<file path="config.mk">
export PLATFORM = sky130hd
export DESIGN_NAME = tu_fill_scheduler
export DESIGN_NICKNAME = d
export VERILOG_FILES = /design/src/rtl/tu_fill_scheduler.sv
export SDC_FILE = /design/constraint.sdc
export NUM_CORES = 1
export LEC_CHECK = 0
export ABC_CLOCK_PERIOD_IN_PS = 5200
export CAP_MARGIN = 15
export CORE_AREA = 5 5 76 78
export CTS_BUF_LIST = sky130_fd_sc_hd__clkbuf_16
export CTS_CLUSTER_DIAMETER = 50
export CTS_CLUSTER_SIZE = 10
export DETAILED_ROUTE_END_ITERATION = 8
export DIE_AREA = 0 0 81 83
export GPL_TIMING_DRIVEN = 1
export PLACE_DENSITY = 0.86
export REMOVE_ABC_BUFFERS = 1
export SETUP_SLACK_MARGIN = 0.4
export SYNTH_ARGS = -nofsm -noshare
export SYNTH_HDL_FRONTEND = slang
export SYNTH_SLANG_ARGS = --single-unit
</file>
<file path="constraint.sdc">
create_clock -name clk -period 5.2 [get_ports clk]
set_input_delay 0.78 -clock clk [delete_from_list [all_inputs] [get_ports clk]]
set_output_delay 0.78 -clock clk [all_outputs]
set_load 0.02 [all_outputs]
</file>
<file path="src/rtl/tu_fill_scheduler.sv">
// Per-lane TU symbol scheduler: DATA for K slots, then FS/FILL/FE stuffing, K alternating N+1/N.
// Optional configuration checking is compiled in with `define TU_FILL_SCHED_CHECK_EN.
module tu_fill_scheduler #(
  parameter int TU_SIZE = 64,
  parameter int CW      = 7
) (
  input  logic       clk,
  input  logic       rst_n,
  input  logic       td_scheduler_start,
  input  logic       td_de,
  input  logic [5:0] td_tu_vld_data_size,
  input  logic [5:0] td_tu_alternate_up,
  input  logic [5:0] td_tu_alternate_down,
  output logic [2:0] tu_sym_sel,
  output logic       tu_data_rd,
  output logic       tu_start,
  output logic       tu_busy,
  output logic       tu_cfg_err
);

  typedef enum logic [1:0] {S_IDLE, S_ARMED, S_DATA, S_STUFF} state_t;

  localparam logic [2:0] SYM_NONE = 3'd0;
  localparam logic [2:0] SYM_DATA = 3'd1;
  localparam logic [2:0] SYM_FS   = 3'd2;
  localparam logic [2:0] SYM_FILL = 3'd3;
  localparam logic [2:0] SYM_FE   = 3'd4;

  localparam logic [CW-1:0] LAST = CW'(TU_SIZE - 1);
  localparam logic [CW:0]   TSW  = (CW+1)'(TU_SIZE);

  state_t        r_state, w_state;
  logic [5:0]    r_n, r_u, r_d, w_n, w_u, w_d;
  logic [CW-1:0] r_slot, w_slot, r_k, w_k;
  logic          r_up, w_up;
  logic [5:0]    r_pcnt, w_pcnt;
  logic [2:0]    r_sym, w_sym;
  logic          r_rd, r_start, w_start, r_busy, w_busy, r_err, w_err;
  logic          w_cfg_bad, w_tu_begin;
  logic [5:0]    w_cnt1, w_lim, w_oth;

  // Data count for one TU, clamped so a TU never exceeds TU_SIZE slots.
  function automatic logic [CW-1:0] k_of(input logic up, input logic [5:0] n);
    logic [CW:0] raw;
    raw  = (CW+1)'(n) + (CW+1)'(up);
    k_of = (raw > TSW) ? TSW[CW-1:0] : raw[CW-1:0];
  endfunction

  function automatic logic [2:0] sym_of(input logic [CW-1:0] slot, input logic [CW-1:0] k);
    if (slot < k)          sym_of = SYM_DATA;
    else if (slot == LAST) sym_of = SYM_FE;
    else if (slot == k)    sym_of = SYM_FS;
    else                   sym_of = SYM_FILL;
  endfunction

  always_comb begin
`ifdef TU_FILL_SCHED_CHECK_EN
    w_cfg_bad = (td_tu_vld_data_size == 6'd0) ||
                ((CW+1)'(td_tu_vld_data_size) > TSW) ||
                ((td_tu_alternate_up == 6'd0) && (td_tu_alternate_down == 6'd0));
`else
    w_cfg_bad = 1'b0;
`endif
  end

  always_comb begin
    w_state    = r_state;
    w_n        = r_n;
    w_u        = r_u;
    w_d        = r_d;
    w_slot     = r_slot;
    w_k        = r_k;
    w_up       = r_up;
    w_pcnt     = r_pcnt;
    w_sym      = SYM_NONE;
    w_start    = 1'b0;
    w_busy     = r_busy;
    w_err      = r_err;
    w_tu_begin = 1'b0;
    w_cnt1     = 6'(r_pcnt + 6'd1);
    w_lim      = r_up ? r_u : r_d;
    w_oth      = r_up ? r_d : r_u;

    if (td_scheduler_start) begin
      w_state = S_ARMED;
      w_n     = td_tu_vld_data_size;
      w_u     = td_tu_alternate_up;
      w_d     = td_tu_alternate_down;
      w_busy  = 1'b1;
      w_err   = w_cfg_bad;
    end else begin
      case (r_state)
        S_ARMED: begin
          if (td_de && !r_err) begin
            w_tu_begin = 1'b1;
            w_up       = (r_u != 6'd0);
            w_pcnt     = '0;
          end
        end
        S_DATA, S_STUFF: begin
          if (!td_de) begin
            w_state = S_ARMED;
          end else if (r_slot == LAST) begin
            // Phase flips after its count of TUs; an empty opposite phase keeps the current one.
            w_tu_begin = 1'b1;
            if (w_cnt1 >= w_lim) begin
              w_pcnt = '0;
              w_up   = (w_oth != 6'd0) ? ~r_up : r_up;
            end else begin
              w_pcnt = w_cnt1;
            end
          end else begin
            w_slot  = CW'(r_slot + 1'b1);
            w_sym   = sym_of(w_slot, r_k);
            w_state = (w_sym == SYM_DATA) ? S_DATA : S_STUFF;
          end
        end
        default: ;
      endcase
    end

    if (w_tu_begin) begin
      w_slot  = '0;
      w_k     = k_of(w_up, r_n);
      w_sym   = sym_of('0, w_k);
      w_start = 1'b1;
      w_state = (w_sym == SYM_DATA) ? S_DATA : S_STUFF;
    end
  end

  always_ff @(posedge clk or negedge rst_n) begin
    if (!rst_n) begin
      r_state <= S_IDLE;
      r_n     <= '0;
      r_u     <= '0;
      r_d     <= '0;
      r_slot  <= '0;
      r_k     <= '0;
      r_up    <= 1'b0;
      r_pcnt  <= '0;
      r_sym   <= SYM_NONE;
      r_rd    <= 1'b0;
      r_start <= 1'b0;
      r_busy  <= 1'b0;
      r_err   <= 1'b0;
    end else begin
      r_state <= w_state;
      r_n     <= w_n;
      r_u     <= w_u;
      r_d     <= w_d;
      r_slot  <= w_slot;
      r_k     <= w_k;
      r_up    <= w_up;
      r_pcnt  <= w_pcnt;
      r_sym   <= w_sym;
      r_rd    <= (w_sym == SYM_DATA);
      r_start <= w_start;
      r_busy  <= w_busy;
      r_err   <= w_err;
    end
  end

  assign tu_sym_sel = r_sym;
  assign tu_data_rd = r_rd;
  assign tu_start   = r_start;
  assign tu_busy    = r_busy;
  assign tu_cfg_err = r_err;

endmodule

</file>
Word level (Yosys, flattened, before mapping)
Index checks and enable logic that the tools add are counted.
{"block": "op_classes", "addsub": 3, "order_cmp": 4, "eq_ne": 15, "n_mux": 48, "bitwise": 2, "reduce_logical": 11}
{"cell": "two-way mux 7 bit", "count": 6}
{"cell": "two-way mux 3 bit", "count": 12}
{"cell": "two-way mux 6 bit", "count": 6}
{"cell": "two-way mux 1 bit", "count": 15}
{"cell": "equality test 7 x 6 -> 1 bit (second input constant)", "count": 2}
{"cell": "two-way mux 2 bit", "count": 6}
{"cell": "case mux 6 bit (2 select lines)", "count": 1}
{"cell": "nonzero test 6 bit", "count": 2}
{"cell": "equality test 3 x 1 -> 1 bit (second input constant)", "count": 3}
{"cell": "!= test 2 bit (second input constant)", "count": 4}
{"cell": "adder 6 x 1 -> 7 bit", "count": 1}
{"cell": "adder 7 x 1 -> 7 bit (second input constant)", "count": 1}
{"cell": "equality test 7 bit", "count": 1}
{"cell": "greater-than comparator 7 bit (second input constant)", "count": 1}
{"cell": "zero test 7 bit", "count": 1}
{"cell": "< comparator 1 x 7 -> 1 bit (first input constant)", "count": 1}
{"cell": "< comparator 7 bit", "count": 1}
{"cell": "adder 6 x 1 -> 6 bit (second input constant)", "count": 1}
{"cell": "greater-or-equal comparator 6 bit", "count": 1}
{"cell": "nonzero test 2 bit", "count": 3}
{"cell": "AND reduction 5 bit", "count": 1}
{"cell": "equality test 2 bit (second input constant)", "count": 2}
{"cell": "!= test 4 bit (second input constant)", "count": 1}
{"cell": "case mux 1 bit (2 select lines)", "count": 2}
{"cell": "other kinds (7)", "count": 8}
{"block": "totals", "register_bits": 47, "inputBits": 22, "output_inout_bits": 7, "word_cells": 95}

Longest topological paths before layout
{"block": "logic_depth", "depth_word": 18, "depth_mapped": 16, "ltp_nobuf": 16}

Least setup slack after synthesis
No wires, ideal clock.
{"block": "synth_path", "path_type": "reg-to-reg", "startpoint": "register r_up", "endpoint": "register r_sym[1] (netlist: tu_sym_sel[1])", "setup_ns": 0.120, "t_arrival_ns": 3.499, "t_required_ns": 5.080, "slack_ns": 1.581, "stages_incl_launch_ff": 16, "n_path_buf": 1, "period_less_slack_ns": 3.619, "path_cell_list": "dfrtp_1 -> clkbuf_1 -> mux2_2 -> ha_1 -> nand2b_1 -> a31oi_1 -> o21a_1 -> o31a_1 -> o22ai_1 -> ha_1 -> ha_1 -> nand3_1 -> or2_2 -> nor3b_1 -> and4_4 -> a31o_2"}
{"block": "synth_via", "elab_chain_len": 15, "elab_cells_between_ends": 19}
{"element": "start: declaration", "line": "35", "rtl": "logic r_up, w_up;"}
{"element": "start signal: assignment", "line": "153", "rtl": "r_up <= w_up;"}
{"element": "branches (longest 7 deep; another with greater-or-equal comparator 6 bit)"}
{"element": "two-way mux 1 bit *", "line": "84", "rtl": "if (td_scheduler_start) begin"}
{"element": "via w_up", "line": "35"}
{"element": "adder 6 x 1 -> 7 bit *", "line": "45", "rtl": "raw = (CW+1)'(n) + (CW+1)'(up);"}
{"element": "greater-than comparator 7 bit", "line": "46", "rtl": "k_of = (raw > TSW) ? TSW[CW-1:0] : raw[CW-1:0];"}
{"element": "two-way mux 7 bit *", "line": "46"}
{"element": "< comparator 1 x 7 -> 1 bit *", "line": "50", "rtl": "if (slot < k) sym_of = SYM_DATA;"}
{"element": "two-way mux 2 bit *", "line": "50"}
{"element": "two-way mux 3 bit * (2 in series)", "line": "122", "rtl": "if (w_tu_begin) begin"}
{"element": "via w_sym[1]", "line": "37", "rtl": "logic [2:0] r_sym, w_sym;"}
{"element": "end signal: assignment", "line": "155", "rtl": "r_sym <= w_sym;"}
{"element": "end: declaration", "line": "37"}
Mark *: on every way through the listed nets, which the timed path passes. The select of a mux whose other input is x is not followed.
A chain may end at the register's enable or synchronous reset.

Worst setup path after layout
{"block": "layout_path", "startpoint": "register r_pcnt[0]", "endpoint": "register r_sym[0] (netlist: tu_sym_sel[0])"}
{"block": "layout_via", "elab_chain_len": 15, "elab_cells_between_ends": 16}
{"element": "start: declaration", "line": "36", "rtl": "logic [5:0] r_pcnt, w_pcnt;"}
{"element": "start signal: assignment", "line": "154", "rtl": "r_pcnt <= w_pcnt;"}
{"element": "adder 6 x 1 -> 6 bit *", "line": "80", "rtl": "w_cnt1 = 6'(r_pcnt + 6'd1);"}
{"element": "greater-or-equal comparator 6 bit *", "line": "106", "rtl": "if (w_cnt1 >= w_lim) begin"}
{"element": "two-way mux 1 bit *", "line": "106"}
{"element": "two-way mux 1 bit *", "line": "103", "rtl": "end else if (r_slot == LAST) begin"}
{"element": "two-way mux 1 bit *", "line": "101", "rtl": "if (!td_de) begin"}
{"element": "case mux 1 bit (2 select lines) *", "line": "92", "rtl": "case (r_state)"}
{"element": "two-way mux 1 bit *", "line": "84"}
{"element": "via w_up", "line": "35"}
{"element": "adder 6 x 1 -> 7 bit *", "line": "45"}
{"element": "greater-than comparator 7 bit", "line": "46"}
{"element": "two-way mux 7 bit *", "line": "46"}
{"element": "branches (longest 2 deep; another with < comparator 1 x 7 -> 1 bit)"}
{"element": "two-way mux 2 bit *", "line": "50"}
{"element": "two-way mux 3 bit * (2 in series)", "line": "122"}
{"element": "via w_sym[0]", "line": "37"}
Marks and branches as above.

==> metrics.md <==
| Metric | Value |
|---|---|
| Static leakage | `between 1 and 1.5 nW` |
| Die X | `81 µm` |
| Floorplan core area | `between 5000 and 6000 µm²` |
| Total standard cell area after synthesis | `2630 µm²` |
| Placed Cells incl. Taps | `about 330` |
| # diodes | `0` |
| All-layer global routing usage | `0.176` |
| Total Nets Final | `slightly above 300` |
| DRT antenna net count | `0` |
| Max-slew headroom at the worst pin | `0.328` |
| Count of boundary I/O pins | `29` |
| Routed length per instance | `15.6 µm` |
| Number of maximum-capacitance violations | `0` |
| Library cell with the largest summed area after synthesis | `dfrtp_1` |
| Area enclosed by the die boundary | `about 6700 µm²` |
| Setup total negative slack | `0 ns` |
| Share of async-settable or async-resettable flops after synthesis | `1.00` |
| Initial drt markers | `around 110` |
| Reg2Reg Launch Point | `r_pcnt[0]` |
| Post-layout worst setup margin | `1.14 ns` |
| Number of vias in the routed layout | `between 1500 and 2000` |
| Number of slew-limit violations in the final report | `0` |
| Crit. End Element | `register` |
| Filler Cells Inserted | `between 400 and 500` |
| Data required time at the worst endpoint | `between 5 and 6 ns` |
| Worst min-delay path category | `reg2reg` |
| Critical Setup Path Class | `reg2reg` |
| Mean cell area of the mapped netlist | `approximately 11 µm²` |
| Number of buffers inserted to repair setup after CTS | `0` |
| Initial Util | `0.525` |
| Clock buffer depth | `2` |
| Global-route met1 utilization | `0.239` |
| Sequential cell area fraction in the yosys report | `0.447` |
| HPWL after detailed placement | `between 3000 and 4000 µm` |
| DIE HEIGHT | `roughly 83 µm` |
| Distinct cell type count of the synthesized netlist | `54` |
| Gp weighted congestion | `0.866` |
| Root buffer cell | `clkbuf_16` |
| Share of layout cells above drive strength 1 | `0.160` |
| Met3 Usage GRT | `0.0325` |
| Power per cell area | `304 nW/µm²` |
| Yosys warns | `0` |
| Number of levels the H-tree was split into | `2` |
| Number of sinks driven by the clock tree | `47` |
| Hold path startpoint | `tu_busy` |
| Number of rows created at floorplan | `26` |
| Most Crowded Layer GR | `met2` |
| Resize count post-CTS | `0` |
| Time the worst path needs with I/O delays and setup | `a little over 4 ns` |
| Layout overhead on the synthesized area | `18.2%` |
| Share of the clock period used by the worst path after layout | `0.780` |
| Number of global-route vias before repair | `slightly above 2000` |
| Worst Skew | `between 0.005 and 0.006 ns` |
| Total detailed-routing wirelength | `around 5300 µm` |
| Clk Latency, worst-skew pair | `0.28 ns` |
| Post-synthesis instance total | `241` |
| Unrepaired setup endpoints after global routing | `false` |
| Arr. time, crit path | `between 4 and 5 ns` |
| Outcome | `completed` |
| Via-per-instance ratio | `approximately 5.7` |
| Clock-pin transition on the worst setup and hold timing paths | `around 0.060 ns` |
| Maximum achievable frequency | `247 MHz` |
| Worst Setup Slack post-DPL | `1.09 ns` |
| Finish-stage setup viols | `0` |
| Number of hold violations in the final report | `0` |
| Post-synthesis sequential element count | `47` |
| Number of CTS-inserted buffers | `5` |
| Number of remaining DRC errors | `0` |
| Main synth FF type | `dfrtp_1` |
| Cell with the most instances after synthesis | `dfrtp_1` |
| Sequential cell area | `about 1200 µm²` |
| Pre-antenna DRT Iters | `4` |
| Max IR drop VDD | `~0.25 mV` |
| Hold WS | `0.487 ns` |
| Slew at the pin with the worst max-slew slack | `roughly 1 ns` |
| Element type at the critical path start | `register` |
| Cell Count, Final, Fillers Out | `~340` |
| TritonCTS clock tree | `done` |
| Area share of the largest cell type after synthesis | `0.447` |
| Critical path startpoint | `r_pcnt[0]` |
| Most frequent cells after synthesis | `47 x dfrtp_1, 21 x nand2_1, 19 x mux2_2` |
| Overflow after GRT | `0` |
| Antenna violations before repair | `0` |
| Met2 routing resource usage after global routing | `0.287` |
| Maximum number of pins on one net before global-route repair | `48` |
| Post-CTS Hold Buffers | `0` |
| Number of buffers inserted by port buffering | `27` |
| Critical Path Fanout Max | `7` |
| First-pass GRT wire length | `9440 µm` |
| Most area-consuming cells after synthesis | `dfrtp_1 45%, ha_1 8.6%, mux2_2 8.1%` |
| Multi-input logic area | `~1400 µm²` |
| Number of enable-type register cells in the synthesized netlist | `0` |
-- worst max-delay path, cell delays in order (launching register included) --
cell and delay (ns):
dfrtp_1 0.44, ha_1 0.26, nand3_1 0.11, xnor2_1 0.26, ha_1 0.30, a21o_1 0.18, a21oi_1 0.18, o21a_1 0.31
nor4_1 0.09, o22ai_1 0.23, ha_1 0.26, ha_1 0.24, nand3_1 0.15, or2_2 0.36, nor3b_1 0.16, and4_4 0.19
a311oi_2 0.24
-- state kept, by name (all words and copies together), names as in the netlist --
signal / cells
r_k: 7
r_slot: 7
r_d: 6
r_n: 6
r_pcnt: 6
r_u: 6
tu_sym_sel: 3
r_state: 2
r_up: 1
tu_busy: 1
tu_data_rd: 1
tu_start: 1
-- report_power, final --
group / switching [mW] / internal [mW] / total, mW / leakage, nW
registers: 0.0288 / 0.400 / 0.428 / 0.590
logic: 0.0851 / 0.0780 / 0.163 / 0.711
clock network: 0.130 / 0.224 / 0.354 / 0.0812
total: 0.244 / 0.702 / 0.945 / 1.38
-- logic make-up after synthesis --
group | after synthesis | share of synthesized area
multiplexers | 24 | 0.100
adder cells (fa/ha/maj) | 18 | 0.0857
XOR/XNOR | 12 | 0.0400
other | 1 | 0.00143
buffers and inverters | 20 | 0.0366
AND/OR/NAND/NOR | 68 | 0.146
AO/OA/AOI/OAI | 51 | 0.143
flip-flops | 47 | 0.447
-- worst paths after layout --
check	end	slack, ns	cells after the start
max in group asynchronous	tu_data_rd	3.91	1
min in group asynchronous	r_k[4]	0.67	1
worst max register to register	tu_sym_sel[0]	1.14	16
worst min register to register	tu_busy	0.49	1
worst max-delay path	tu_sym_sel[0]	1.14	16
worst min-delay path	tu_busy	0.49	1
-- cell usage in the layout (no fill, tap or decap), drive strengths merged, types with 4 or more instances in the layout --
cell	Yosys	routed
nand2	21	21
dfrtp	47	47
xnor2	7	7
mux2i	5	5
nand3	12	12
mux2	19	19
xor2	5	5
o21ai	16	16
inv	11	11
or2	5	5
clkdlybuf4s50	0	26
a32o	4	4
ha	18	18
clkbuf	2	5
a21oi	6	6
a31oi	4	4
nor2	6	6
-- layout make-up --
class / instances / area share
multi-input combinational: 174 / 0.437
sequential: 47 / 0.379
timing repair buffer: 28 / 0.0878
clock buffer: 5 / 0.0403
tap: 70 / 0.0282
inverter: 12 / 0.0161
clock inverter: 3 / 0.0125
-- metal layers --
layer | up-vias | share of wire
met1 | 950 | 0.44
met2 | 36 | 0.50
met3 | 6 | 0.043
met5 | - | 0
met4 | 0 | 0.013
li1 | 939 | -
-- metrics by stage --
step | power (mW) | util | cell area [µm²]
after floorplan | 0.534 | - | 2580
after global placement | 0.587 | 0.587 | 2940
after detailed placement | 0.596 | 0.587 | 2940
after CTS | 0.951 | 0.620 | 3110
after global routing | 0.995 | 0.620 | 3110
final | 0.945 | 0.620 | 3110
(Power assumes the default switching activity.)
